`src/rtl/prog_sequencer.sv`:
```
// prog_sequencer: instruction-fetch stage in front of the 9-bit datapath.
// Reads a program from a synchronous-read ROM, issues one instruction at a
// time on DIN/run, supplies the immediate word of mvi, and halts after the
// word at LAST_ADDR completes.
// Optional build macro: SEQ_WATCHDOG_EN adds a Done timeout that halts the
// sequencer with err=1 after WDOG_CYCLES cycles in a wait state.
//
// Handshake: run is a one-cycle request (ISSUE only) asking the datapath to
// load DIN as an instruction; IRin marks the cycle the datapath loads it, and
// Done marks completion. Done seen in WAIT_IR (with or before IRin) also counts
// as completion. IRin/Done outside WAIT_IR/WAIT_DONE are ignored.
module prog_sequencer #(
  parameter int         ADDR_W      = 5,
  parameter int         LAST_ADDR   = 31,
  parameter logic [2:0] MVI_OPCODE  = 3'b001,
  parameter int         WDOG_CYCLES = 64
) (
  input  logic              clk,
  input  logic              rst,
  input  logic              start,
  output logic [ADDR_W-1:0] mem_addr,
  input  logic [8:0]        mem_rdata,
  output logic [8:0]        DIN,
  output logic              run,
  input  logic              IRin,
  input  logic              Done,
  output logic [ADDR_W-1:0] pc,
  output logic              busy,
  output logic              halted,
  output logic              err,
  output logic [2:0]        seq_state
);

  typedef enum logic [2:0] {
    S_IDLE      = 3'd0,
    S_FETCH0    = 3'd1,
    S_FETCH1    = 3'd2,
    S_ISSUE     = 3'd3,
    S_WAIT_IR   = 3'd4,
    S_WAIT_DONE = 3'd5,
    S_HALT      = 3'd6
  } state_t;

  localparam logic [ADDR_W-1:0] LAST = ADDR_W'(LAST_ADDR);

  state_t            state;
  state_t            state_next;
  logic [8:0]        cur_word;
  logic [8:0]        nxt_word;
  logic              is_mvi;
  logic              in_wait;
  logic              complete;
  logic              covers_last;
  logic              wd_trip;
  logic              accept_start;
  logic [ADDR_W-1:0] pc_plus1;
  logic [ADDR_W-1:0] pc_next;

  assign is_mvi       = (cur_word[8:6] == MVI_OPCODE);
  assign in_wait      = (state == S_WAIT_IR) || (state == S_WAIT_DONE);
  assign complete     = in_wait && Done;
  assign accept_start = ((state == S_IDLE) || (state == S_HALT)) && start;
  // Address arithmetic wraps naturally at ADDR_W bits.
  assign pc_plus1     = pc + ADDR_W'(1);
  assign pc_next      = is_mvi ? (pc + ADDR_W'(2)) : pc_plus1;
  // An mvi whose immediate sits at LAST_ADDR also ends the program.
  assign covers_last  = (pc == LAST) || (is_mvi && (pc_plus1 == LAST));
  assign seq_state    = state;

`ifdef SEQ_WATCHDOG_EN
  localparam int WD_W = $clog2(WDOG_CYCLES) + 1;
  logic [WD_W-1:0] wd_cnt;

  assign wd_trip = in_wait && !Done && (wd_cnt == WD_W'(WDOG_CYCLES - 1));

  // Wait-cycle counter restarted at each issue, plus the sticky error flag.
  always_ff @(posedge clk or negedge rst) begin
    if (!rst) begin
      wd_cnt <= '0;
      err    <= 1'b0;
    end else begin
      if (state == S_ISSUE) wd_cnt <= '0;
      else if (in_wait)     wd_cnt <= wd_cnt + WD_W'(1);
      if (accept_start)     err <= 1'b0;
      else if (wd_trip)     err <= 1'b1;
    end
  end
`else
  assign wd_trip = 1'b0;
  assign err     = 1'b0;
`endif

  // State register.
  always_ff @(posedge clk or negedge rst) begin
    if (!rst) state <= S_IDLE;
    else      state <= state_next;
  end

  // Next-state logic and the DIN/run outputs decoded from state.
  always_comb begin
    state_next = state;
    run        = 1'b0;
    DIN        = 9'd0;
    case (state)
      S_IDLE, S_HALT: if (start) state_next = S_FETCH0;
      S_FETCH0:       state_next = S_FETCH1;
      S_FETCH1:       state_next = S_ISSUE;
      S_ISSUE: begin
        run        = 1'b1;
        DIN        = cur_word;
        state_next = S_WAIT_IR;
      end
      S_WAIT_IR: begin
        DIN = cur_word;
        if (IRin) state_next = S_WAIT_DONE;
      end
      S_WAIT_DONE:    DIN = is_mvi ? nxt_word : cur_word;
      default:        state_next = S_IDLE;
    endcase
    if (complete)     state_next = covers_last ? S_HALT : S_FETCH0;
    else if (wd_trip) state_next = S_HALT;
  end

  // PC, ROM address, fetched words and status flags.
  always_ff @(posedge clk or negedge rst) begin
    if (!rst) begin
      pc       <= '0;
      mem_addr <= '0;
      busy     <= 1'b0;
      halted   <= 1'b0;
      cur_word <= 9'd0;
      nxt_word <= 9'd0;
    end else begin
      case (state)
        S_IDLE, S_HALT: begin
          if (start) begin
            pc       <= '0;
            mem_addr <= '0;
            busy     <= 1'b1;
            halted   <= 1'b0;
          end
        end
        S_FETCH0: mem_addr <= pc_plus1;
        S_FETCH1: cur_word <= mem_rdata;
        S_ISSUE:  nxt_word <= mem_rdata;
        default:  ;
      endcase
      if (complete) begin
        if (covers_last) begin
          busy   <= 1'b0;
          halted <= 1'b1;
        end else begin
          pc       <= pc_next;
          mem_addr <= pc_next;
        end
      end else if (wd_trip) begin
        busy   <= 1'b0;
        halted <= 1'b1;
      end
    end
  end

endmodule

```
`config.mk`:
```
export PLATFORM = sky130hd
export DESIGN_NAME = prog_sequencer
export DESIGN_NICKNAME = d
export VERILOG_FILES = /design/src/rtl/prog_sequencer.sv
export SDC_FILE = /design/constraint.sdc
export NUM_CORES = 1
export LEC_CHECK = 0
export CAP_MARGIN = 20
export CORE_MARGIN = 5
export CORE_UTILIZATION = 30
export CTS_CLUSTER_SIZE = 8
export DETAILED_ROUTE_END_ITERATION = 10
export HOLD_SLACK_MARGIN = 0.08
export PLACE_DENSITY = 0.55
export SYNTH_ARGS = -nofsm -noshare
export SYNTH_HDL_FRONTEND = slang
export SYNTH_SLANG_ARGS = --single-unit
```
`constraint.sdc`:
```
create_clock -name clk -period 6.7 [get_ports clk]
set_input_delay 0.67 -clock clk [delete_from_list [all_inputs] [get_ports clk]]
set_output_delay 0.67 -clock clk [all_outputs]
set_load 0.005 [all_outputs]
```
==> out/summary.md <==
The run finished with clean final reports. The die area came out at 7783 um^2. Buffer cell driving the clock tree root: sky130_fd_sc_hd__clkbuf_8. Setup repair after global routing left no endpoint under its margin. The arrival time at the worst endpoint is 2810 ps, and the number of detailed-routing iterations run before antenna repair is 4.

Setup violations remaining at the end of the flow were counted as 0. Cell class contributing the biggest share of worst-path delay: simple AND/OR/NAND/NOR gates. The timing-limited maximum frequency came out at 0.2874 GHz. The busiest layer in global routing was met2. For the number of cells after detailed placement, the log shows 269. The run gives 0.3100 as the effective utilization at floorplan. In this run, synthesis inferred 0 flip-flops with an integrated enable.

The logs give 0.1801 for the met2 capacity usage during global routing and 0 for the count of antenna-violating nets left after detailed routing. The tightest min-delay check is of the flop to flop type. The wire length per cell after detailed routing was 15.86 um. After clock tree synthesis, the clock-pin slew on the worst setup and hold paths is 70 ps.

The clock skew is 7.548 ps. STA classifies the critical path endpoint as a primary output. Port buffering added 38 buffers. The final period demand of the worst path was 3479 ps; the number of antenna violations at the first check in global routing was 0.

Layout cell share with drive strength beyond 1: 0.1733. Ranked by instance count, the synthesized netlist is headed by sky130_fd_sc_hd__dfrtp_1, sky130_fd_sc_hd__mux2_2, sky130_fd_sc_hd__a22o_1. For the global router's overall resource usage, the log shows 0.1185. TritonCTS built the clock tree. During synthesis, Yosys emitted a total of 0 warnings.

Excluding fillers, the count of instances in the completed layout stands at 277. For the worst setup path, the data required time is 6030 ps. The logs give 0 for the aggregate global routing overflow and 40 for the number of top-level design ports. The number of clock buffers added by TritonCTS is 5. Relative to the synthesized area, the layout overhead comes to 30.61%. The floorplan has 28 rows. Prior to clock tree synthesis, the placed netlist has a worst setup slack of 3528 ps.

The floorplan step set the die width to 88.22 um. The logs give 0.4499 for the fraction of the yosys area taken by sequential cells and 4270 ps for the flop-to-flop setup slack. For the number of buffers inserted to repair setup after CTS, the log shows 0. sky130_fd_sc_hd__dfrtp_1 is the most common cell in the netlist. At the pin with the least slew margin, the transition time is 866.6 ps. Counting every net in the synthesized netlist gives 181.

Post-route clock period utilization: 0.5193. The worst path meets setup with 3221 ps of slack. The biggest fanout along the worst timing path works out to 13. Summed over all layers, the routed wires come to 4393 um. The number of antenna diodes in the final layout is 0. The run gives 3239 um as the half-perimeter wire length of the detailed placement result. Dividing total power by cell area gives a power density of 428.0 nW/um^2.

The synthesized design contains 33 register bits. The total of hold buffers inserted after clock tree synthesis is 0, and the net count of the finished layout is 219. The logs give 0 ps for the setup TNS after final layout and 2 for the largest buffer count on any clock path. The number of global-route vias before repair is 1,388. The first global-routing pass estimated 7086 um of wire.

The worst IR drop on VDD was 145.4 uV; the global routing usage on met1 was 0.1712. After routing the design area is 2397 um^2. The global placer's final weighted congestion came out at 0.7903.

The number of pins with negative max-slew slack in the final report was 0. The clock net in this run drives a total of 33 sinks. The master of the slowest instance on the critical path was sky130_fd_sc_hd__nor2b_1. For this block, the via count after detailed routing is 1,399. By area the synthesized netlist is led by sky130_fd_sc_hd__dfrtp_1, sky130_fd_sc_hd__mux2_2, sky130_fd_sc_hd__a22o_1. The fraction of synthesized cell area taken by the top area cell type is 0.4499, and the share of flip-flops with an asynchronous set or reset is 1.000. The die outline height is 88.22 um. Across the run, the number of max-cap violations was 0.

Summing all placed instances gives a cell area of 2281 um^2. By startpoint and endpoint, the worst setup path is classified as flop to primary output. For the relative max-transition margin, the log shows 0.4211.

Entering global routing, the biggest net connects 34 pins. For this block, the initial DRC count from the detailed router was 85. Of all cell types, the one taking the most synthesized area is sky130_fd_sc_hd__dfrtp_1. The tools report the type of origin of the critical path as a flop.

In the synthesized netlist, the number of instances is 163. The synthesized area per cell was 11.26 um^2; the core area was 5921 um^2. Flip-flop and latch area: 825.8 um^2. The signal on the critical path passes through nor2b_1, nand2_1, a21boi_0, clkdlybuf4s50_1.

For this run, the leading register cell type out of synthesis is sky130_fd_sc_hd__dfrtp_1. In the routed design, unresolved DRC markers number 0. The sum of buffers and inverters on the critical path came out at 1. The synthesized netlist occupies a cell area of 1836 um^2.

Using the TritonRoute via totals, the vias-per-cell ratio works out to 5.051. The fill cell total of the finished layout is 580, and the static leakage power is 0.9611 nW. On the worst path, the slowest cell contributes a delay of 600 ps.

For the number of hold-slack violations in the final timing report, the log shows 0. The H-tree was split into 2 levels. For the global-route met3 utilization, the log shows 0.02700. The logs give 965.9 um^2 for the area of the multi-input gates and 47 for the distinct cell type count of the synthesized netlist. The run gives 280 ps as the source-to-sink clock delay at the later pin of the worst-skew pair. Post-CTS repair changed the size of 0 cells.
==> placed cells by master (no fill, tap or decap), types with 3 or more instances in the layout <==
cell,count
sky130_fd_sc_hd__a21oi_1,4
sky130_fd_sc_hd__o21ai_0,3
sky130_fd_sc_hd__clkbuf_8,6
sky130_fd_sc_hd__o22ai_1,3
sky130_fd_sc_hd__a22o_1,13
sky130_fd_sc_hd__clkdlybuf4s50_1,38
sky130_fd_sc_hd__nor2_1,4
sky130_fd_sc_hd__nand2b_1,3
sky130_fd_sc_hd__nor2b_1,5
sky130_fd_sc_hd__nand3b_1,4
sky130_fd_sc_hd__nand3_1,3
sky130_fd_sc_hd__mux2i_1,4
sky130_fd_sc_hd__xnor2_1,3
sky130_fd_sc_hd__ha_1,4
sky130_fd_sc_hd__mux2_2,19
sky130_fd_sc_hd__o211ai_1,3
sky130_fd_sc_hd__and3_1,3
sky130_fd_sc_hd__nand2_1,10
sky130_fd_sc_hd__dfrtp_1,33
==> flip-flops by register name, summed over array words and instances (netlist names) <==
signal / count
cur_word: 9
nxt_word: 9
mem_addr: 5
pc: 5
seq_state: 3
busy: 1
halted: 1
==> power by group <==
part	total [mW]	switching [mW]	internal (mW)
clock network	0.194	0.0724	0.121
logic	0.459	0.186	0.273
registers	0.374	0.0914	0.282
==> cell families after synthesis <==
| group | count (synthesis) | share of synthesized area |
|---|---|---|
| adders and majority gates | 4 | 0.02727 |
| other | 1 | 0.002043 |
| AOI/OAI and AO/OA | 45 | 0.1997 |
| and+or+nand+nor | 43 | 0.1397 |
| muxes | 23 | 0.1384 |
| buffers and inverters | 10 | 0.02386 |
| DFF | 33 | 0.4499 |
| xor gates and xnor gates | 4 | 0.01909 |
==> worst register-to-register path, delay by kind of cell, from the launching register on <==
kind / cells / cell delay (ps)
and+or+nand+nor: 2 / 1380
DFF: 1 / 530
muxes: 1 / 410
==> metal layers <==
metal	wire length, um	share of wire
met5	0	0
met4	53	0.012
met3	164	0.037
met2	1989	0.45
met1	2186	0.50
==> per-stage QoR <==
step	util	hold slack (ps)	power [mW]
after floorplan	-	374.4	0.6553
after detailed placement	0.3852	471.9	0.8458
after CTS	0.4049	488.0	1.042
after global routing	0.4049	532.3	1.101
after global placement	0.3852	469.6	0.8410
final	0.4049	489.0	1.026
==> cell type report <==
cell class,instances,area share
repair buffers,39,0.1618
well taps,75,0.03914
multi-input cells,120,0.4029
clock buffers,7,0.03601
inverters,2,0.003132
flip-flops and latches,33,0.3445
clock inverters,1,0.01253
==> final timing paths <==
check,from,endpoint,cells past startpoint
max in group asynchronous,rst,cur_word[0],2
min,halted,halted,2
min in group asynchronous,rst,pc[0],2
min reg2reg,halted,halted,2
max reg2reg,seq_state[1],cur_word[0],3
max,seq_state[1],DIN[6],4
Power figures use the tool's default switching activity.
